File: src/rtl/udc_pkg.sv
// Shared state encodings and direction constants for the up/down sweep controller.
package udc_pkg;

  localparam logic [2:0] S_IDLE     = 3'd0;
  localparam logic [2:0] S_UP       = 3'd1;
  localparam logic [2:0] S_DWELL_HI = 3'd2;
  localparam logic [2:0] S_DOWN     = 3'd3;
  localparam logic [2:0] S_DWELL_LO = 3'd4;
  localparam logic [2:0] S_DONE     = 3'd5;

  localparam logic DIR_UP = 1'b1;
  localparam logic DIR_DN = 1'b0;

  typedef enum logic [2:0] {
    IDLE     = S_IDLE,
    UP       = S_UP,
    DWELL_HI = S_DWELL_HI,
    DOWN     = S_DOWN,
    DWELL_LO = S_DWELL_LO,
    DONE     = S_DONE
  } state_t;

  function automatic logic is_busy(input state_t s);
    return (s == UP) || (s == DWELL_HI) || (s == DOWN) || (s == DWELL_LO);
  endfunction

endpackage

File: src/rtl/updown_core.sv
// N-bit up/down counter with synchronous load; direction and enable come from the controller.
module updown_core
  import udc_pkg::*;
#(
  parameter int N = 3
) (
  input  logic         clk,
  input  logic         reset_n,
  input  logic         en,
  input  logic         m,
  input  logic         load,
  input  logic [N-1:0] load_val,
  output logic [N-1:0] count
);

  always_ff @(posedge clk or negedge reset_n) begin
    if (!reset_n) begin
      count <= '0;
    end else if (load) begin
      count <= load_val;
    end else if (en) begin
      count <= (m == DIR_UP) ? count + 1'b1 : count - 1'b1;
    end
  end

endmodule

File: src/rtl/updown_sweep_ctrl.sv
// Triangle-sweep sequencer driving an up/down counter between latched bounds.
// Optional freeze input enabled by defining UDC_PAUSE_EN.
module updown_sweep_ctrl
  import udc_pkg::*;
#(
  parameter int N  = 3,
  parameter int SW = 4,
  parameter int DW = 4
) (
  input  logic          clk,
  input  logic          reset_n,
  input  logic          start,
  input  logic          abort,
  input  logic [N-1:0]  lo,
  input  logic [N-1:0]  hi,
  input  logic [SW-1:0] sweeps,
  input  logic [DW-1:0] dwell,
`ifdef UDC_PAUSE_EN
  input  logic          pause,
`endif
  output logic [N-1:0]  counter,
  output logic          m,
  output logic          busy,
  output logic          done,
  output logic          err,
  output logic [SW-1:0] sweep_cnt
);

  state_t        state, state_nx;
  logic [N-1:0]  lo_r, hi_r;
  logic [SW-1:0] sweeps_r, sweep_cnt_nx, sweep_inc;
  logic [DW-1:0] dwell_r, timer, timer_nx;
  logic          m_nx, err_nx, accept, core_en, core_load, frozen;

`ifdef UDC_PAUSE_EN
  assign frozen = pause && is_busy(state);
`else
  assign frozen = 1'b0;
`endif

  assign busy = is_busy(state);
  assign done = (state == DONE);

  updown_core #(.N(N)) u_core (
    .clk      (clk),
    .reset_n  (reset_n),
    .en       (core_en),
    .m        (m),
    .load     (core_load),
    .load_val (lo),
    .count    (counter)
  );

  // Bound checks look one step ahead so the transition lands on the edge that writes the bound.
  always_comb begin
    state_nx     = state;
    m_nx         = m;
    timer_nx     = timer;
    sweep_cnt_nx = sweep_cnt;
    err_nx       = 1'b0;
    accept       = 1'b0;
    core_en      = 1'b0;
    core_load    = 1'b0;
    sweep_inc    = sweep_cnt + 1'b1;

    if (busy && abort) begin
      state_nx = IDLE;
    end else if (!frozen) begin
      case (state)
        IDLE: begin
          if (start && !abort) begin
            if (lo < hi) begin
              accept       = 1'b1;
              core_load    = 1'b1;
              m_nx         = DIR_UP;
              sweep_cnt_nx = '0;
              state_nx     = UP;
            end else begin
              err_nx = 1'b1;
            end
          end
        end
        UP: begin
          core_en = 1'b1;
          if (counter == hi_r - 1'b1) begin
            if (dwell_r != '0) begin
              state_nx = DWELL_HI;
              timer_nx = dwell_r;
            end else begin
              state_nx = DOWN;
              m_nx     = DIR_DN;
            end
          end
        end
        DWELL_HI: begin
          timer_nx = timer - 1'b1;
          if (timer == DW'(1)) begin
            state_nx = DOWN;
            m_nx     = DIR_DN;
          end
        end
        DOWN: begin
          core_en = 1'b1;
          if (counter == lo_r + 1'b1) begin
            sweep_cnt_nx = sweep_inc;
            if (sweeps_r != '0 && sweep_inc == sweeps_r) begin
              state_nx = DONE;
            end else if (dwell_r != '0) begin
              state_nx = DWELL_LO;
              timer_nx = dwell_r;
            end else begin
              state_nx = UP;
              m_nx     = DIR_UP;
            end
          end
        end
        DWELL_LO: begin
          timer_nx = timer - 1'b1;
          if (timer == DW'(1)) begin
            state_nx = UP;
            m_nx     = DIR_UP;
          end
        end
        DONE: begin
          state_nx = IDLE;
        end
        default: begin
          state_nx = IDLE;
        end
      endcase
    end
  end

  always_ff @(posedge clk or negedge reset_n) begin
    if (!reset_n) begin
      state     <= IDLE;
      m         <= DIR_DN;
      timer     <= '0;
      sweep_cnt <= '0;
      err       <= 1'b0;
      lo_r      <= '0;
      hi_r      <= '0;
      sweeps_r  <= '0;
      dwell_r   <= '0;
    end else begin
      state     <= state_nx;
      m         <= m_nx;
      timer     <= timer_nx;
      sweep_cnt <= sweep_cnt_nx;
      err       <= err_nx;
      if (accept) begin
        lo_r     <= lo;
        hi_r     <= hi;
        sweeps_r <= sweeps;
        dwell_r  <= dwell;
      end
    end
  end

endmodule

File: config.mk
export PLATFORM = sky130hd
export DESIGN_NAME = updown_sweep_ctrl
export DESIGN_NICKNAME = d
export VERILOG_FILES = /design/src/rtl/udc_pkg.sv /design/src/rtl/updown_core.sv /design/src/rtl/updown_sweep_ctrl.sv
export SDC_FILE = /design/constraint.sdc
export NUM_CORES = 1
export LEC_CHECK = 0
export ABC_AREA = 1
export ABC_CLOCK_PERIOD_IN_PS = 2000
export BUFFER_PORTS_ARGS = -buffer_cell sky130_fd_sc_hd__buf_2
export CORE_ASPECT_RATIO = 1.75
export CORE_UTILIZATION = 45
export CTS_BUF_LIST = sky130_fd_sc_hd__clkbuf_8 sky130_fd_sc_hd__clkbuf_16
export DETAILED_ROUTE_END_ITERATION = 10
export GPL_ROUTABILITY_DRIVEN = 1
export GPL_TIMING_DRIVEN = 0
export HOLD_SLACK_MARGIN = 0.12
export PLACE_DENSITY = 0.63
export SLEW_MARGIN = 20
export SYNTH_ARGS = -nofsm -noshare
export SYNTH_HDL_FRONTEND = slang
export SYNTH_SLANG_ARGS = --single-unit
export TNS_END_PERCENT = 10
File: constraint.sdc
create_clock -name clk -period 2 [get_ports clk]
set_input_delay 0.3 -clock clk [delete_from_list [all_inputs] [get_ports clk]]
set_output_delay 0.3 -clock clk [all_outputs]
set_load 0.005 [all_outputs]
Word level (Yosys, flattened, before mapping)
Cells that the tools add are included.
{"block": "totals", "in_bits": 18, "wordCells": 105, "out_inout_bits": 11, "reg_bits": 30}
{"block": "classes", "n_mux": 43, "add_sub_neg": 6, "n_eq_ne": 24, "magnitude_cmp": 1, "reduce_logical": 20, "n_bitwise": 1}
{"op": "two-way mux 3 bit", "n": 12}
{"op": "two-way mux 4 bit", "n": 7}
{"op": "two-way mux 1 bit", "n": 20}
{"op": "one-hot mux 3 bit (5 select lines)", "n": 1}
{"op": "!= test 3 x 1 -> 1 bit (second input constant)", "n": 4}
{"op": "one-hot mux 4 bit (3 select lines)", "n": 1}
{"op": "AND reduction 11 bit", "n": 1}
{"op": "!= test 2 bit (second input constant)", "n": 5}
{"op": "AND reduction 5 bit", "n": 2}
{"op": "!= test 2 x 1 -> 1 bit (second input constant)", "n": 4}
{"op": "one-hot mux 4 bit (2 select lines)", "n": 1}
{"op": "nonzero test 4 bit", "n": 2}
{"op": "adder 3 x 1 -> 3 bit (second input constant)", "n": 2}
{"op": "equality test 3 x 2 -> 1 bit (second input constant)", "n": 2}
{"op": "equality test 3 bit", "n": 2}
{"op": "equality test 3 bit (second input constant)", "n": 2}
{"op": "!= test 3 bit (second input constant)", "n": 2}
{"op": "AND reduction 6 bit", "n": 1}
{"op": "subtractor 3 x 1 -> 3 bit (second input constant)", "n": 2}
{"op": "one-hot mux 1 bit (5 select lines)", "n": 1}
{"op": "nonzero test 5 bit", "n": 1}
{"op": "adder 4 x 1 -> 4 bit (second input constant)", "n": 1}
{"op": "equality test 4 x 1 -> 1 bit (second input constant)", "n": 1}
{"op": "equality test 4 bit", "n": 1}
{"op": "other kinds (11)", "n": 17}

Longest topological paths before layout
{"block": "depth", "depth_word": 8, "depth_mapped": 12, "mapped_depth_nobuf": 12}

Cells and area by module
Synthesis repeated with hierarchy kept, for this count alone.
{"block": "hier_totals", "cells_unflattened": 281, "area_unflattened_um2": 2019.4}
{"mod": "updown_sweep_ctrl", "instances": 1, "seq_area_each_um2": 675.6, "area_each_um2": 1815.5, "cells_each": 255}
{"mod": "updown_core", "instances": 1, "seq_area_each_um2": 75.1, "area_each_um2": 203.9, "cells_each": 26}

Worst setup path after synthesis
OpenSTA, ideal clock, no wires.
{"block": "synth_path", "path_type": "register to register", "start": "reg sweep_cnt[0]", "end": "reg m", "path_slack_ns": 0.467, "required_ns": 1.883, "setup_ns": 0.117, "t_arrival_ns": 1.416, "stages_incl_launch_ff": 10, "period_less_slack_ns": 1.533, "path_buffers": 0, "cell_sequence": "dfrtp_1 > ha_1 > xnor2_1 > nand3_1 > nor2_1 > nand3_2 > nand2_1 > inv_1 > nand3_1 > nand2_1"}
{"block": "synth_via", "elab_chain_cells": 5}
{"element": "start, declared", "line": "updown_sweep_ctrl.sv:26", "text": "output logic [SW-1:0] sweep_cnt"}
{"element": "start signal, assigned", "line": "updown_sweep_ctrl.sv:149", "text": "sweep_cnt <= sweep_cnt_nx;"}
{"element": "adder 4 x 1 -> 4 bit", "line": "updown_sweep_ctrl.sv:64", "text": "sweep_inc = sweep_cnt + 1'b1;"}
{"element": "equality test 4 bit", "line": "updown_sweep_ctrl.sv:106", "text": "if (sweeps_r != '0 && sweep_inc == sweeps_r) begin"}
{"element": "logical AND 1 bit", "line": "updown_sweep_ctrl.sv:106"}
{"element": "!= test 2 bit (no source line)"}
{"element": "AND reduction 11 bit (no source line)"}
{"element": "end signal, assigned", "line": "updown_sweep_ctrl.sv:147", "text": "m <= m_nx;"}
{"element": "end, declared", "line": "updown_sweep_ctrl.sv:22", "text": "output logic m,"}
No other way between the ends.
A chain may end at the register's enable or synchronous reset.

Worst setup path in the final report
{"block": "layout_path", "start": "reg lo_r[0]", "end": "reg timer[3]"}
{"block": "layout_via", "elab_chain_cells": 4}
{"element": "start, declared", "line": "updown_sweep_ctrl.sv:30", "text": "logic [N-1:0] lo_r, hi_r;"}
{"element": "start signal, assigned", "line": "updown_sweep_ctrl.sv:152", "text": "lo_r <= lo;"}
{"element": "adder 3 x 1 -> 3 bit", "line": "updown_sweep_ctrl.sv:104", "text": "if (counter == lo_r + 1'b1) begin"}
{"element": "equality test 3 bit", "line": "updown_sweep_ctrl.sv:104"}
{"element": "!= test 2 x 1 -> 1 bit (no source line)"}
{"element": "AND reduction 5 bit (no source line)"}
{"element": "end signal, assigned", "line": "updown_sweep_ctrl.sv:148", "text": "timer <= timer_nx;"}
{"element": "end, declared", "line": "updown_sweep_ctrl.sv:32", "text": "logic [DW-1:0] dwell_r, timer, timer_nx;"}
No other way between the ends.

==> reports/qor.yml <==
clock_path_buffers: 2
numClockSinks: 30
die_height_um: 91.1
ys.flop_type: "dfrtp_1"
synth_most_common_cell: "nand2_1"
num_rows: 32
synth-seq-cells: 30
crit_path_start_kind: "register"
cp_max_fo: 7
synth_edf_count: 0
drive_gt1_frac: 0.165
gp_congestion: 0.865
final_cells: 385
hold_path_class: "primary input to register"
postCtsSetupBuffers: 0
grt_usage: 0.225
core_region_area_mm2: 0.00436
setup_violations: 0
drc: 0
synthTopCellsByArea: "dfrtp_1 (37%), nand2_1 (20%), inv_1 (9.0%), o21ai_0 (4.9%), nand3_1 (4.7%)"
antenna_cells: 0
wirelength_um: 4520
max_freq_mhz: 559
htreeDepth: 2
min_period_ps: 1790
yosysTopAreaCellShare: 0.367
slew_headroom: 0.541
crit_top_cell: "nand2_1"
pin_count: 29
status: "finished, final reports clean"
mappedNetlistArea_mm2: 0.00204
area_growth_pct: 14.3
drv_slew: 0
rsz0062_at_grt: "no"
drtPass1Iterations: 6
multi_input_area_mm2: 0.00107
cts_root_buffer: "clkbuf_8"
wire_per_inst_um: 11.7
clkTransAtPathRegs_ps: 60
finalCritPeriodShare: 0.895
slowest_delay_ps: 400
ant_nets: 0
seq_area_um2: 751
grt_start_max_net_pins: 31
yosysSeqAreaShare: 0.367
path_class: "register to register"
grt_pass1_wl_um: 8040
placedCellCount: 377
synth.distinct_cells: 28
cap_viol_max_count: 0
hold_viol_final: 0
end_kind: "register"
die_x_um: 52.9
power.density_mw_per_mm2: 1430
crit_required_ps: 2160
io_buffers: 28
layout.nets: 360
ys_warn_count: 0
cts_tree: "built"
fin_setup_tns_ps: 0
syn_inst: 298
fillers: 469
initial_core_util: 0.468
synth_fp_nets: 324
place_hpwl_um: 3650
leakage_nw: 1.35
postSynthAreaPerCell_um2: 6.86
cp_cell_sequence: "ha_1 > inv_1 > nand2_1 > nand2_1 > inv_1 > nand2_1 > nor2_1 > nor2_1 > nor2_4 > nand3_2 > nand2_1 > nand2_1"
yosys-top-cells-count: "nand2_1 (111), inv_1 (49), dfrtp_1 (30), nor2_1 (22), o21ai_0 (20)"
cp_data_arrival_time_ps: 1950
fp.dieArea_mm2: 0.00482
cts_inserted_buffers: 5
antenna_found_initial: 0
clock_skew_ps: 5.45
peakVddDrop_mv: 0.836
drt_iter0_drc: 21
rrSetupSlack_ps: 210
num_vias: 1881
insertion_delay_ps: 270
synthArstFlopShare: 1.00
overflow: 0
hold_buffers: 1
yosysTopAreaCell: "dfrtp_1"
tightest_slew_ps: 689
cts_resized: 0
routed_via_density: 4.89
grt_pass1_vias: 1820
cp_slowest_cell: "dfrtp_1"
power.total_mw: 3.35
## power breakdown
part / total [mW] / switching [mW] / internal (mW)
combinational: 1.82 / 1.12 / 0.703
sequential: 1.08 / 0.216 / 0.866
clock: 0.444 / 0.211 / 0.233
## through the flow
step                instance area (µm²)   util  hold WS [ps]  setup slack, ps
floorplan                          2040      -          4.41              467
global placement                   2250  0.515           385              233
detailed placement                 2250  0.515           393              206
CTS                                2340  0.535           223              215
global route                       2340  0.535           239             42.4
finish                             2340  0.535           229              211
## state kept, by name, indices dropped and copies added (netlist names)
signal        count
sweep_cnt         4
err               1
u_core.count      3
lo_r              3
sweeps_r          4
timer             4
dwell_r           4
hi_r              3
m                 1
state             3
## layout make-up
class | instances | share of cell area
multi-input combinational | 214 | 0.460
sequential | 30 | 0.321
inverter | 51 | 0.0819
timing repair buffer | 29 | 0.0643
clock buffer | 5 | 0.0295
tap | 51 | 0.0273
buffer | 3 | 0.0118
clock inverter | 2 | 0.00428
## worst max-delay path, delay by kind of cell (launching register included)
family | cells | cell delay (ps)
flops | 1 | 400
buf+inv | 2 | 90
simple gates | 9 | 900
fa+ha+maj | 1 | 300
## metal layers
| layer | vias up | track usage | share of wire |
|---|---|---|---|
| met2 | 31 | 0.402 | 0.55 |
| met1 | 847 | 0.248 | 0.40 |
| met5 | - | 0 | 0 |
| met4 | 0 | 0.0965 | 0.023 |
| li1 | 995 | - | - |
| met3 | 8 | 0.0352 | 0.024 |
## placed cells by master (no fill, tap or decap)
cell type      Yosys  routed
nand3b_1           1       1
dfrtp_1           30      30
xor2_1             3       3
inv_1             49      49
o21ai_0           20      20
a21oi_1            2       2
fa_1               1       1
nand4_1            5       5
nand3_4            1       1
clkbuf_8           0       5
nor2_1            22      22
nor3_1             1       1
nor2_4             2       2
o22ai_1            1       1
nand2_1          111     111
xnor2_1            3       3
o21ai_1            1       1
clkbuf_2           1       1
o21a_1             1       1
a21oi_2            2       2
nand2_2            3       3
nor2_2             2       2
inv_2              2       2
ha_1               7       7
buf_6              2       2
a31oi_1            1       1
buf_2              0      28
dlygate4sd3_1      0       1
clkinv_2           0       2
nand2_4            1       1
nand3_2            4       4
nand3_1           19      19
## cells by family (layout without fill, tap and decap cells)
logic type                 Yosys count  count (layout)  synth area share
AOI/OAI and AO/OA                   28              28            0.0747
xor gates and xnor gates             6               6            0.0257
adders and majority gates            8               8            0.0527
buffers and inverters               54              90             0.107
DFF                                 30              30             0.367
and+or+nand+nor                    172             172             0.372
## path summary, 6_finish.rpt
| check | end | cells past startpoint | startpoint |
|---|---|---|---|
| setup / recovery | timer[3]$_DFFE_PN0P_ | 12 | lo_r[0]$_DFFE_PN0P_ |
| hold / removal | dwell_r[1]$_DFFE_PN0P_ | 3 | dwell[1] |
| setup reg to reg | timer[3]$_DFFE_PN0P_ | 12 | lo_r[0]$_DFFE_PN0P_ |
| hold reg to reg | timer[3]$_DFFE_PN0P_ | 2 | timer[3]$_DFFE_PN0P_ |
| max in group asynchronous | sweep_cnt[1]$_DFFE_PN0P_ | 2 | reset_n |
| min in group asynchronous | state[1]$_DFFE_PN0P_ | 2 | reset_n |
Power figures use the tool's default switching activity.
